===== src/rtl/mem_access_ctrl_pkg.sv =====
// Shared types and constants for the MEM-stage data memory access controller.
// Provides funct3 encodings, FSM state and access-size helpers.
package mem_pkg;

  localparam int WORD_BITWIDTH    = 32;
  localparam int ACK_TIMEOUT_DEF  = 16;
  localparam int TMO_BITWIDTH_DEF = 5;

  localparam logic [2:0] F3_B  = 3'b000;
  localparam logic [2:0] F3_H  = 3'b001;
  localparam logic [2:0] F3_W  = 3'b010;
  localparam logic [2:0] F3_BU = 3'b100;
  localparam logic [2:0] F3_HU = 3'b101;

  typedef enum logic [1:0] {
    IDLE,
    REQ,
    DONE
  } state_t;

  typedef enum logic [1:0] {
    SZ_B,
    SZ_H,
    SZ_W
  } size_t;

  // Unsigned byte/half encodings only exist for loads; stores fall back to word.
  function automatic size_t acc_size(
    input logic [2:0] f3,
    input logic       st
  );
    size_t s;
    s = SZ_W;
    if (f3 == F3_B || (!st && f3 == F3_BU))
      s = SZ_B;
    else if (f3 == F3_H || (!st && f3 == F3_HU))
      s = SZ_H;
    return s;
  endfunction

  function automatic logic is_misaligned(
    input size_t      s,
    input logic [1:0] lo
  );
    return (s == SZ_H && lo[0]) ||
           (s == SZ_W && lo != 2'b00);
  endfunction

endpackage


===== src/rtl/mem_access_ctrl_if.sv =====
// Single-port data memory bus between the access controller and memory.
// Request/ack handshake; read data is valid in the ack cycle.
interface mem_access_ctrl_if;

  logic        memReq;
  logic        memWe;
  logic [31:0] memAddr;
  logic [31:0] memWData;
  logic [3:0]  memBe;
  logic        memAck;
  logic [31:0] memRData;

  modport master (
    output memReq,
    output memWe,
    output memAddr,
    output memWData,
    output memBe,
    input  memAck,
    input  memRData
  );

  modport slave (
    input  memReq,
    input  memWe,
    input  memAddr,
    input  memWData,
    input  memBe,
    output memAck,
    output memRData
  );

endinterface


===== src/rtl/mem_lane_align.sv =====
// Byte-lane steering: store enables/replication and load extract/extend.
// Purely combinational.
module mem_lane_align
  import mem_pkg::*;
(
  input  logic [2:0]  st_f3,
  input  logic [1:0]  st_lo,
  input  logic        st_we,
  input  logic [31:0] st_data,
  output logic [3:0]  st_be,
  output logic [31:0] st_wdata,
  input  logic [2:0]  ld_f3,
  input  logic [1:0]  ld_lo,
  input  logic [31:0] ld_rdata,
  output logic [31:0] ld_data
);

  size_t       ssz;
  size_t       lsz;
  logic [7:0]  b;
  logic [15:0] h;
  logic        sx;

  assign ssz = acc_size(st_f3, 1'b1);
  assign lsz = acc_size(ld_f3, 1'b0);

  always_comb begin
    st_be    = 4'b1111;
    st_wdata = st_data;
    if (st_we) begin
      unique case (1'b1)
        ssz == SZ_B: begin
          st_be    = 4'b0001 << st_lo;
          st_wdata = {4{st_data[7:0]}};
        end
        ssz == SZ_H: begin
          st_be    = st_lo[1] ? 4'b1100 : 4'b0011;
          st_wdata = {2{st_data[15:0]}};
        end
        default: ;
      endcase
    end
  end

  always_comb begin
    b       = 8'(ld_rdata >> {ld_lo, 3'b000});
    h       = ld_lo[1] ? ld_rdata[31:16]
                       : ld_rdata[15:0];
    sx      = ~ld_f3[2];
    ld_data = ld_rdata;
    unique case (1'b1)
      lsz == SZ_B:
        ld_data = {{24{sx & b[7]}}, b};
      lsz == SZ_H:
        ld_data = {{16{sx & h[15]}}, h};
      default: ;
    endcase
  end

endmodule


===== src/rtl/mem_access_ctrl.sv =====
// MEM-stage load/store sequencer onto a req/ack single-port data memory.
// Stalls the pipeline while an access is outstanding.
module mem_access_ctrl
  import mem_pkg::*;
#(
  parameter int WORD_BITWIDTH = 32,
  parameter int ACK_TIMEOUT   = 16,
  parameter int TMO_BITWIDTH  = 5
) (
  input  logic                     clk,
  input  logic                     rst_n,
  input  logic                     memRead,
  input  logic                     memWrite,
  input  logic [2:0]               funct3,
  input  logic [WORD_BITWIDTH-1:0] ALUresult,
  input  logic [WORD_BITWIDTH-1:0] readData2,
  output logic                     stall,
  output logic [WORD_BITWIDTH-1:0] loadData,
  output logic                     loadValid,
  output logic                     misaligned,
  output logic                     busError,
  mem_access_ctrl_if.master        bus
);

  localparam logic [TMO_BITWIDTH-1:0] TMO_LAST =
    TMO_BITWIDTH'(ACK_TIMEOUT - 1);

  state_t                  state;
  logic [TMO_BITWIDTH-1:0] tmo;
  logic [2:0]              f3_q;
  logic [1:0]              lo_q;

  logic        access;
  logic        bad;
  logic [3:0]  be_n;
  logic [31:0] wd_n;
  logic [31:0] ld_ext;

  assign access = memRead | memWrite;
  assign bad    = is_misaligned(acc_size(funct3, memWrite),
                                ALUresult[1:0]);

  // Gated by rst_n so the stall releases the instant reset asserts.
  assign stall = rst_n &
                 ((state == IDLE && access && !bad) ||
                  state == REQ);

  mem_lane_align u_lane (
    .st_f3    (funct3),
    .st_lo    (ALUresult[1:0]),
    .st_we    (memWrite),
    .st_data  (readData2),
    .st_be    (be_n),
    .st_wdata (wd_n),
    .ld_f3    (f3_q),
    .ld_lo    (lo_q),
    .ld_rdata (bus.memRData),
    .ld_data  (ld_ext)
  );

  always_ff @(posedge clk or negedge rst_n) begin
    if (!rst_n) begin
      state        <= IDLE;
      tmo          <= '0;
      f3_q         <= '0;
      lo_q         <= '0;
      bus.memReq   <= 1'b0;
      bus.memWe    <= 1'b0;
      bus.memAddr  <= '0;
      bus.memWData <= '0;
      bus.memBe    <= '0;
      loadData     <= '0;
      loadValid    <= 1'b0;
      misaligned   <= 1'b0;
      busError     <= 1'b0;
    end else begin
      loadValid  <= 1'b0;
      misaligned <= 1'b0;
      busError   <= 1'b0;
      unique case (state)
        IDLE: begin
          if (access && bad) begin
            misaligned <= 1'b1;
          end else if (access) begin
            bus.memReq   <= 1'b1;
            bus.memWe    <= memWrite;
            bus.memAddr  <= {ALUresult[31:2], 2'b00};
            bus.memBe    <= be_n;
            bus.memWData <= wd_n;
            f3_q         <= funct3;
            lo_q         <= ALUresult[1:0];
            tmo          <= '0;
            state        <= REQ;
          end
        end
        REQ: begin
          if (bus.memAck) begin
            bus.memReq <= 1'b0;
            if (!bus.memWe) begin
              loadData  <= ld_ext;
              loadValid <= 1'b1;
            end
            state <= DONE;
          end else if (tmo == TMO_LAST) begin
            bus.memReq <= 1'b0;
            busError   <= 1'b1;
            loadData   <= '0;
            state      <= DONE;
          end else begin
            tmo <= tmo + TMO_BITWIDTH'(1);
          end
        end
        DONE: state <= IDLE;
        default: state <= IDLE;
      endcase
    end
  end

endmodule

===== src/flat_wrapper.sv =====
// flat-port wrapper written by rule: the top's interface ports become plain ports
module mem_access_ctrl_flat import mem_pkg::*;
#(
  parameter int WORD_BITWIDTH = 32,
  parameter int ACK_TIMEOUT   = 16,
  parameter int TMO_BITWIDTH  = 5
)
  (clk, rst_n, memRead, memWrite, funct3, ALUresult, readData2, stall, loadData, loadValid, misaligned, busError, bus_memReq, bus_memWe, bus_memAddr, bus_memWData, bus_memBe, bus_memAck, bus_memRData);
  mem_access_ctrl_if bus_i ();
  input  logic clk;
  input  logic rst_n;
  input  logic memRead;
  input  logic memWrite;
  input  logic [2:0] funct3;
  input  logic [WORD_BITWIDTH-1:0] ALUresult;
  input  logic [WORD_BITWIDTH-1:0] readData2;
  output logic stall;
  output logic [WORD_BITWIDTH-1:0] loadData;
  output logic loadValid;
  output logic misaligned;
  output logic busError;
  output wire logic [$bits(bus_i.memReq)-1:0] bus_memReq;
  output wire logic [$bits(bus_i.memWe)-1:0] bus_memWe;
  output wire logic [$bits(bus_i.memAddr)-1:0] bus_memAddr;
  output wire logic [$bits(bus_i.memWData)-1:0] bus_memWData;
  output wire logic [$bits(bus_i.memBe)-1:0] bus_memBe;
  input wire logic [$bits(bus_i.memAck)-1:0] bus_memAck;
  input wire logic [$bits(bus_i.memRData)-1:0] bus_memRData;
  assign bus_memReq = bus_i.memReq;
  assign bus_memWe = bus_i.memWe;
  assign bus_memAddr = bus_i.memAddr;
  assign bus_memWData = bus_i.memWData;
  assign bus_memBe = bus_i.memBe;
  assign bus_i.memAck = bus_memAck;
  assign bus_i.memRData = bus_memRData;
  mem_access_ctrl #(.WORD_BITWIDTH(WORD_BITWIDTH), .ACK_TIMEOUT(ACK_TIMEOUT), .TMO_BITWIDTH(TMO_BITWIDTH)) u_core (.clk(clk), .rst_n(rst_n), .memRead(memRead), .memWrite(memWrite), .funct3(funct3), .ALUresult(ALUresult), .readData2(readData2), .stall(stall), .loadData(loadData), .loadValid(loadValid), .misaligned(misaligned), .busError(busError), .bus(bus_i));
endmodule

===== config.mk =====
export PLATFORM = sky130hd
export DESIGN_NAME = mem_access_ctrl_flat
export DESIGN_NICKNAME = d
export VERILOG_FILES = /design/src/rtl/mem_access_ctrl_pkg.sv /design/src/rtl/mem_access_ctrl_if.sv /design/src/rtl/mem_lane_align.sv /design/src/rtl/mem_access_ctrl.sv /design/src/flat_wrapper.sv
export SDC_FILE = /design/constraint.sdc
export NUM_CORES = 1
export LEC_CHECK = 0
export BUFFER_PORTS_ARGS = -buffer_cell sky130_fd_sc_hd__clkbuf_2
export CAP_MARGIN = 40
export CORE_MARGIN = 5
export CORE_UTILIZATION = 35
export DETAILED_ROUTE_END_ITERATION = 10
export RECOVER_POWER = 50
export SYNTH_ARGS = -nofsm -noshare
export SYNTH_HDL_FRONTEND = slang
export SYNTH_SLANG_ARGS = --single-unit

===== constraint.sdc =====
create_clock -name clk -period 2.45 [get_ports clk]
set_input_delay 0.245 -clock clk [delete_from_list [all_inputs] [get_ports clk]]
set_output_delay 0.245 -clock clk [all_outputs]
set_load 0.01 [all_outputs]

==> key figures, run 1 <==
Outcome
  – Status: finished, violations left
  – Failing checks: capacitance limit, slew limit

Timing
  – Unrepaired setup endpoints after global routing: no
  – Setup TNS: 0 ns
  – Worst-Margin Slew: 1.54 ns
  – Final period util: 85.7%
  – Final setup vio count: 0
  – Tmin final: ~2.1 ns
  – Clk_skew: approximately 0.0076 ns
  – Hold Violations, Final: 0
  – Fin. max-slew vios: ~120
  – Relative slew slack: -2.79%
  – Max Fclk: 0.476 GHz

GRT
  – First-pass GRT wire length: 24300 µm
  – All-Layer GR Usage: 17.3%
  – Initial antenna violation count: 2
  – GRT Residual Overflow: 0
  – Largest net degree at the start of global routing: approximately 120
  – Vias in the first global route: approximately 4600

Setup path
  – FF-to-FF path depth: 3
  – Worst R2R Setup Slack: 0.35 ns
  – Critical Path RT: about 2.8 ns
  – Critical Path AT: 2.44 ns
  – CP endpoint kind: register
  – RR Startpoint: u_core.state[0]$_DFFE_PN0P_
  – Reg-to-Reg End: u_core.loadData[17]$_DFFE_PN0P_
  – Worst-path maximum fanout: 19
  – Crit start category: register
  – Crit Path Category: reg -> reg

Place
  – Dpl cells: ~820
  – GPL Wtd Cong: slightly above 0.8
  – Dpl hpwl: approximately 11000 µm
  – IO buf count: 207

Detailed routing
  – Drt pass-1 iters: 4
  – Vias per cell: 5.02
  – Initial DRC Count: 203
  – Avg WL per Cell: 17.1 µm
  – Post-Route WL: 14600 µm
  – Drt drc: 0
  – Via count: 4281
  – Post-route ant nets: 0

Clock network
  – Post CTS Setup Buffer Count: 0
  – PostCTS Resize Cnt: 0
  – Clock Latency Late Sink: just over 0.4 ns
  – Root buffer selected by CTS: clkbuf_16
  – CTS max path bufs: 2
  – CTS Hold Bufs: 1
  – Clock slew at reported path FFs: ~0.060 ns
  – Htree depth: 4
  – CTS buffer count: 17
  – Number of clock sinks: 115
  – CTS tree: yes

Logic synthesis
  – Ys Warns: 0
  – Gate Count Post-Synth: about 450
  – Average size of a mapped cell: ~11 µm²
  – Async SR Flop Fraction: 100%
  – Mux cell area share after synthesis: 17.3%
  – Compound-cell area share of the yosys netlist: 14.3%
  – XOR/XNOR Fraction of Synth Area: 0.340%
  – Primary FF master, synth: dfrtp_1
  – Sequential area share after synthesis: 55.9%
  – Main combinational cell family by area after synthesis: multiplexers
  – Number of synthesized flops with an enable pin: 0
  – Adder-Cell Fraction of Synth Area: 0.486%
  – Unique masters post-synth: 45
  – FF+latch count, synth: 115
  – Simple-gate share of the synthesized area: 8.55%
  – Mapped Area: around 0.0051 mm²

Cells and area
  – Finished Layout Cells: 853
  – Final #Nets: 761
  – Area of the multi-input gates: around 0.0021 mm²
  – Layout cells sized above 1: a little under two fifths
  – Fillcell total: 1402
  – Area grow syn2layout: 34.5%
  – Commonest non-fill, non-tap cells in the layout: 156 x clkbuf_2, 115 x dfrtp_1, 56 x o21ai_0
  – Commonest non-fill, non-tap cell in the layout: clkbuf_2
  – Reg area: around 0.0029 mm²

Hold path
  – Min-delay worst type: in -> reg
  – Cells on Worst Hold Path: 2
  – Start point of the worst hold path: ALUresult[18]
  – Worst Hold End: u_core.bus.memAddr[18]$_DFFE_PN0P_

Die
  – Die Ht: 131 µm
  – Die area: 0.0172 mm²
  – Initial Util: 35.6%
  – Placement Rows: 44
  – IO Pins: between 200 and 250
  – Chip width: 131 µm
  – Core area: 0.0145 mm²

Power
  – Maximum resistive drop on vdd: 0.490 mV
  – Leakage: 3.36 nW
  – Power per cell area: 1200 mW/mm²

Job
  – # Max-Cap Violations: 1
## cell usage after synthesis, types with 2 or more instances
cell      number  area [µm²]
dfrtp_1      115        2880
o21ai_0       56         280
nand2_1       48         180
mux2_2        42         473
mux2i_1       26         260
nor2_1        21        78.8
a21oi_1       20         100
a221o_1       17         170
clkbuf_1      15        56.3
mux2_1        12         135
nor3_1         9        45.0
a21o_1         7        52.6
buf_1          7        26.3
o21a_1         7        52.6
buf_2          5        25.0
inv_1          5        18.8
and2_1         4        25.0
a22o_1         3        26.3
buf_4          2        15.0
ha_1           2        25.0
nand2b_1       2        12.5
nor2b_1        2        12.5
or2_2          2        12.5
## cell families after synthesis
family                   after synthesis
AO/OA/AOI/OAI                        116
flip-flops                           115
AND/OR/NAND/NOR                       98
multiplexers                          81
buffers and inverters                 36
adder cells (fa/ha/maj)                2
XOR/XNOR                               2
other                                  1
## area by class of cell
type | instances | share of cell area (%)
diodes | 1 | 0.0361
clock buffers | 20 | 6.60
clock inverters | 12 | 2.26
inverters | 5 | 0.271
multi-input cells | 301 | 30.6
flip-flops and latches | 115 | 41.6
well taps | 184 | 3.32
repair buffers | 215 | 15.4
## worst max-delay path, cell delays in order, from the launching register on
cell and delay (ns):
dfrtp_1 0.46, and4bb_2 0.51, and2_0 0.77, a221o_1 0.28
## flip-flops by register name, summed over array words and instances (netlist names)
name / cells
u_core.bus.memReq: 1
u_core.bus.memAddr: 30
u_core.bus.memWData: 32
u_core.bus.memWe: 1
u_core.bus.memBe: 4
u_core.lo_q: 2
u_core.misaligned: 1
u_core.loadValid: 1
u_core.state: 2
u_core.loadData: 32
u_core.f3_q: 3
u_core.tmo: 5
u_core.busError: 1
## where the power goes
| part | total, mW | switching, mW | internal, mW |
|---|---|---|---|
| Sequential | 3.20 | 0.511 | 2.69 |
| Clock | 2.53 | 0.882 | 1.65 |
| Combinational | 2.59 | 1.43 | 1.16 |
## layer usage
layer	part of all wire (%)	up-vias	global-route usage, %	routed length [µm]
met5	0.089	-	0	13
met4	1.6	2	6.29	233
met3	12	17	7.87	1690
met2	46	207	26.6	6740
met1	41	2036	21.6	5950
li1	-	2019	-	-
## worst max-delay path by stage
stage	slack [ns]	endpoint	from	cells past startpoint
after detailed placement	0.35	u_core.loadData[18]$_DFFE_PN0P_	u_core.state[0]$_DFFE_PN0P_	3
final	0.35	u_core.loadData[17]$_DFFE_PN0P_	u_core.state[0]$_DFFE_PN0P_	3
after CTS	0.33	u_core.loadData[18]$_DFFE_PN0P_	u_core.state[0]$_DFFE_PN0P_	3
after global routing	0.14	u_core.bus.memWData[30]$_DFFE_PN0P_	rst_n	3
after global placement	0.42	stall	memWrite	6
after floorplan	0.45	u_core.loadData[10]$_DFFE_PN0P_	u_core.lo_q[1]$_DFFE_PN0P_	5
## through the flow
stage | area (µm²) | total power, mW | util [%] | hold WS (ns) | worst slack [ns]
after floorplan | 5150 | 4.66 | - | -0.0506 | 0.450
after global placement | 6370 | 5.86 | 44.0 | 0.438 | 0.421
after detailed placement | 6370 | 5.95 | 44.0 | 0.444 | 0.345
after CTS | 7000 | 8.54 | 48.3 | 0.0228 | 0.329
after global routing | 6920 | 8.87 | 47.8 | 0.0264 | 0.137
final | 6920 | 8.32 | 47.8 | 0.0440 | 0.351
No activity file was read; power rests on OpenSTA's default activity.
==> run 2, diff against run 1 <==
--- a/config.mk
+++ b/config.mk
@@ -7,9 +7,12 @@
 export LEC_CHECK = 0
 export BUFFER_PORTS_ARGS = -buffer_cell sky130_fd_sc_hd__clkbuf_2
 export CAP_MARGIN = 40
+export CELL_PAD_IN_SITES_DETAIL_PLACEMENT = 2
+export CELL_PAD_IN_SITES_GLOBAL_PLACEMENT = 2
 export CORE_MARGIN = 5
-export CORE_UTILIZATION = 35
+export CORE_UTILIZATION = 29
 export DETAILED_ROUTE_END_ITERATION = 10
+export PLACE_DENSITY_LB_ADDON = 0.1
 export RECOVER_POWER = 50
 export SYNTH_ARGS = -nofsm -noshare
 export SYNTH_HDL_FRONTEND = slang
==> run 2 against run 1 <==
Net effect:
- the run now ends clean
- final area increased by 1.8%
- setup slack got worse by 0.0015 ns
- first-iteration DRC count decreased by 54%
- non-clock buffer count increased by 4
- worst hold slack got worse by 0.0054 ns
- combinational power increased by 5%
- clock-buffer cell count decreased by 3
- core utilization decreased by 7.2 points
- register-to-register slack improved by 0.06 ns
- critical path type is now reg -> out
==> key figures, run 2 (synthesis results as in run 1) <==
Outcome
  – Status: finished, final reports clean

Detailed routing
  – Via count: 4328 (+1.1%)
  – Avg WL per Cell: 19.9 µm (+16%)
  – Vias per cell: 4.82 (-3.9%)
  – Initial DRC Count: 94 (-54%)
  – Post-route ant nets: 0 (unchanged)
  – Drt drc: 0 (unchanged)
  – Drt pass-1 iters: 4 (unchanged)
  – Post-Route WL: 17900 µm (+22%)

Timing
  – Setup TNS: 0 ns (unchanged)
  – Final setup vio count: 0 (unchanged)
  – Hold Violations, Final: 0 (unchanged)
  – Tmin final: 2.10 ns (+0.00149 ns)
  – Fin Hold WS: 0.0386 ns (-0.00540 ns)
  – Fin worst setup slack: 0.349 ns (-0.00149 ns)
  – Fin. max-slew vios: 0 (-100%)
  – Clk_skew: 0.0101 ns (+0.00250 ns)
  – Unrepaired setup endpoints after global routing: no
  – Final period util: 85.7% (about the same)
  – Max Fclk: 0.476 GHz (about the same)
  – Relative slew slack: 56.5% (+59 points)
  – Worst-Margin Slew: 0.650 ns (-0.891 ns)

Cells and area
  – Layout Utilization: 40.6% (-7.2 points)
  – Commonest non-fill, non-tap cell in the layout: clkbuf_2
  – Layout cells sized above 1: 37.1% (+0.43 points)
  – Fillcell total: 1890 (+35%)
  – Largest registers: u_core.bus.memWData x32, u_core.loadData x32, u_core.bus.memAddr x30
  – Final instance area: 0.00705 mm² (+1.8%)
  – Finished Layout Cells: 897 (+5.2%)
  – Final #Nets: 765 (+0.53%)
  – Commonest non-fill, non-tap cells in the layout: 156 x clkbuf_2, 115 x dfrtp_1, 56 x o21ai_0
  – Area grow syn2layout: 36.9%

Clock network
  – Htree depth: 4 (unchanged)
  – Root buffer selected by CTS: clkbuf_16
  – CTS max path bufs: 2 (unchanged)
  – Post CTS Setup Buffer Count: 0 (unchanged)
  – PostCTS Resize Cnt: 0 (unchanged)
  – CTS buffer count: 17 (unchanged)
  – CTS tree: yes
  – Clock Latency Late Sink: 0.42 ns (about the same)
  – Number of clock sinks: 115 (unchanged)
  – Clock slew at reported path FFs: 0.06 ns (about the same)

Setup path
  – Worst-path maximum fanout: 8 (-11)
  – Critical Path AT: 1.86 ns (-0.58 ns)
  – Crit Path Category: reg -> out
  – Worst R2R Setup Slack: 0.41 ns (+0.06 ns)
  – CP endpoint kind: output port
  – Critical Path RT: 2.20 ns (-0.59 ns)
  – Crit start category: register

Die
  – Die Ht: 143 µm (+9.1%)
  – Die area: 0.0205 mm² (+19%)
  – Placement Rows: 48 (+9.1%)
  – Core area: 0.0174 mm² (+20%)
  – Initial Util: 29.7% (-5.9 points)
  – Chip width: 143 µm (+9.1%)
  – IO Pins: 210 (unchanged)

GRT
  – First-pass GRT wire length: 28500 µm (+17%)
  – All-Layer GR Usage: 18.0% (+0.63 points)
  – Vias in the first global route: 5050 (+10%)
  – Initial antenna violation count: 0 (-2)
  – Largest net degree at the start of global routing: 116 (unchanged)
  – GRT Residual Overflow: 0 (unchanged)

Place
  – Dpl cells: 864 (+5.5%)
  – IO buf count: 207 (unchanged)
  – Post-DP Area: 0.00646 mm² (+1.4%)
  – GPL Wtd Cong: 0.765 (-5.1%)
  – Place WS: 0.323 ns (-0.0218 ns)
  – Dpl hpwl: 13100 µm (+22%)

Power
  – Maximum resistive drop on vdd: 0.586 mV (+19%)
  – Final Power: 8.63 mW (+3.7%)
  – Leakage: 3.40 nW (+1.0%)
  – Power per cell area: 1220 mW/mm² (+1.9%)

Job
  – # Max-Cap Violations: 0 (-1)

Hold path
  – Min-delay worst type: in -> reg
==> run 2: what timing repair did <==
action                                  in CTS  in global routing
hold endpoints to repair                   115                  0
hold buffers                                 1                  0
endpoints found under the setup margin       0                  0
==> run 2: layout make-up <==
cell class,count,area (µm²),area share [%]
Antenna cell,1,2.50,0.0355
Clock buffer,17,425,6.04
Clock inverter,14,213,3.02
Inverter,5,18.8,0.266
Multi-Input combinational cell,301,2120,30.1
Sequential cell,115,2880,40.8
Tap cell,225,282,3.99
Timing Repair Buffer,219,1110,15.7
==> run 2: final timing paths <==
path,from,cells after the start,to
setup / recovery,u_core.state[0]$_DFFE_PN0P_,4,stall
hold / removal,ALUresult[8],2,u_core.bus.memAddr[8]$_DFFE_PN0P_
setup reg to reg,u_core.tmo[0]$_DFFE_PN0P_,7,u_core.loadData[26]$_DFFE_PN0P_
hold reg to reg,u_core.bus.memWData[18]$_DFFE_PN0P_,2,u_core.bus.memWData[18]$_DFFE_PN0P_
max in group asynchronous,rst_n,3,u_core.bus.memWData[16]$_DFFE_PN0P_
min in group asynchronous,rst_n,3,u_core.busError$_DFF_PN0_
==> run 2: critical path, cell delays in order (launching register included) <==
cell,delay [ns]
dfrtp_1,0.46
a2111o_2,0.52
and2_1,0.21
nor2b_1,0.12
clkbuf_2,0.14
==> run 2: routing by layer <==
metal | routed length [µm] | part of all wire (%) | vias to the layer above | track usage (%)
met1 | 7280 | 41 | 2148 | 21.6
met4 | 185 | 1.0 | 0 | 5.35
li1 | - | - | 2029 | -
met3 | 1520 | 8.5 | 13 | 7.60
met2 | 8900 | 50 | 138 | 29.5
met5 | 0 | 0 | - | 0
==> run 2: power by group <==
group	total, mW	switching (mW)	leakage (nW)	internal, mW
registers	3.22	0.535	1.41	2.69
logic	2.71	1.53	1.68	1.18
clock network	2.70	0.910	0.301	1.79
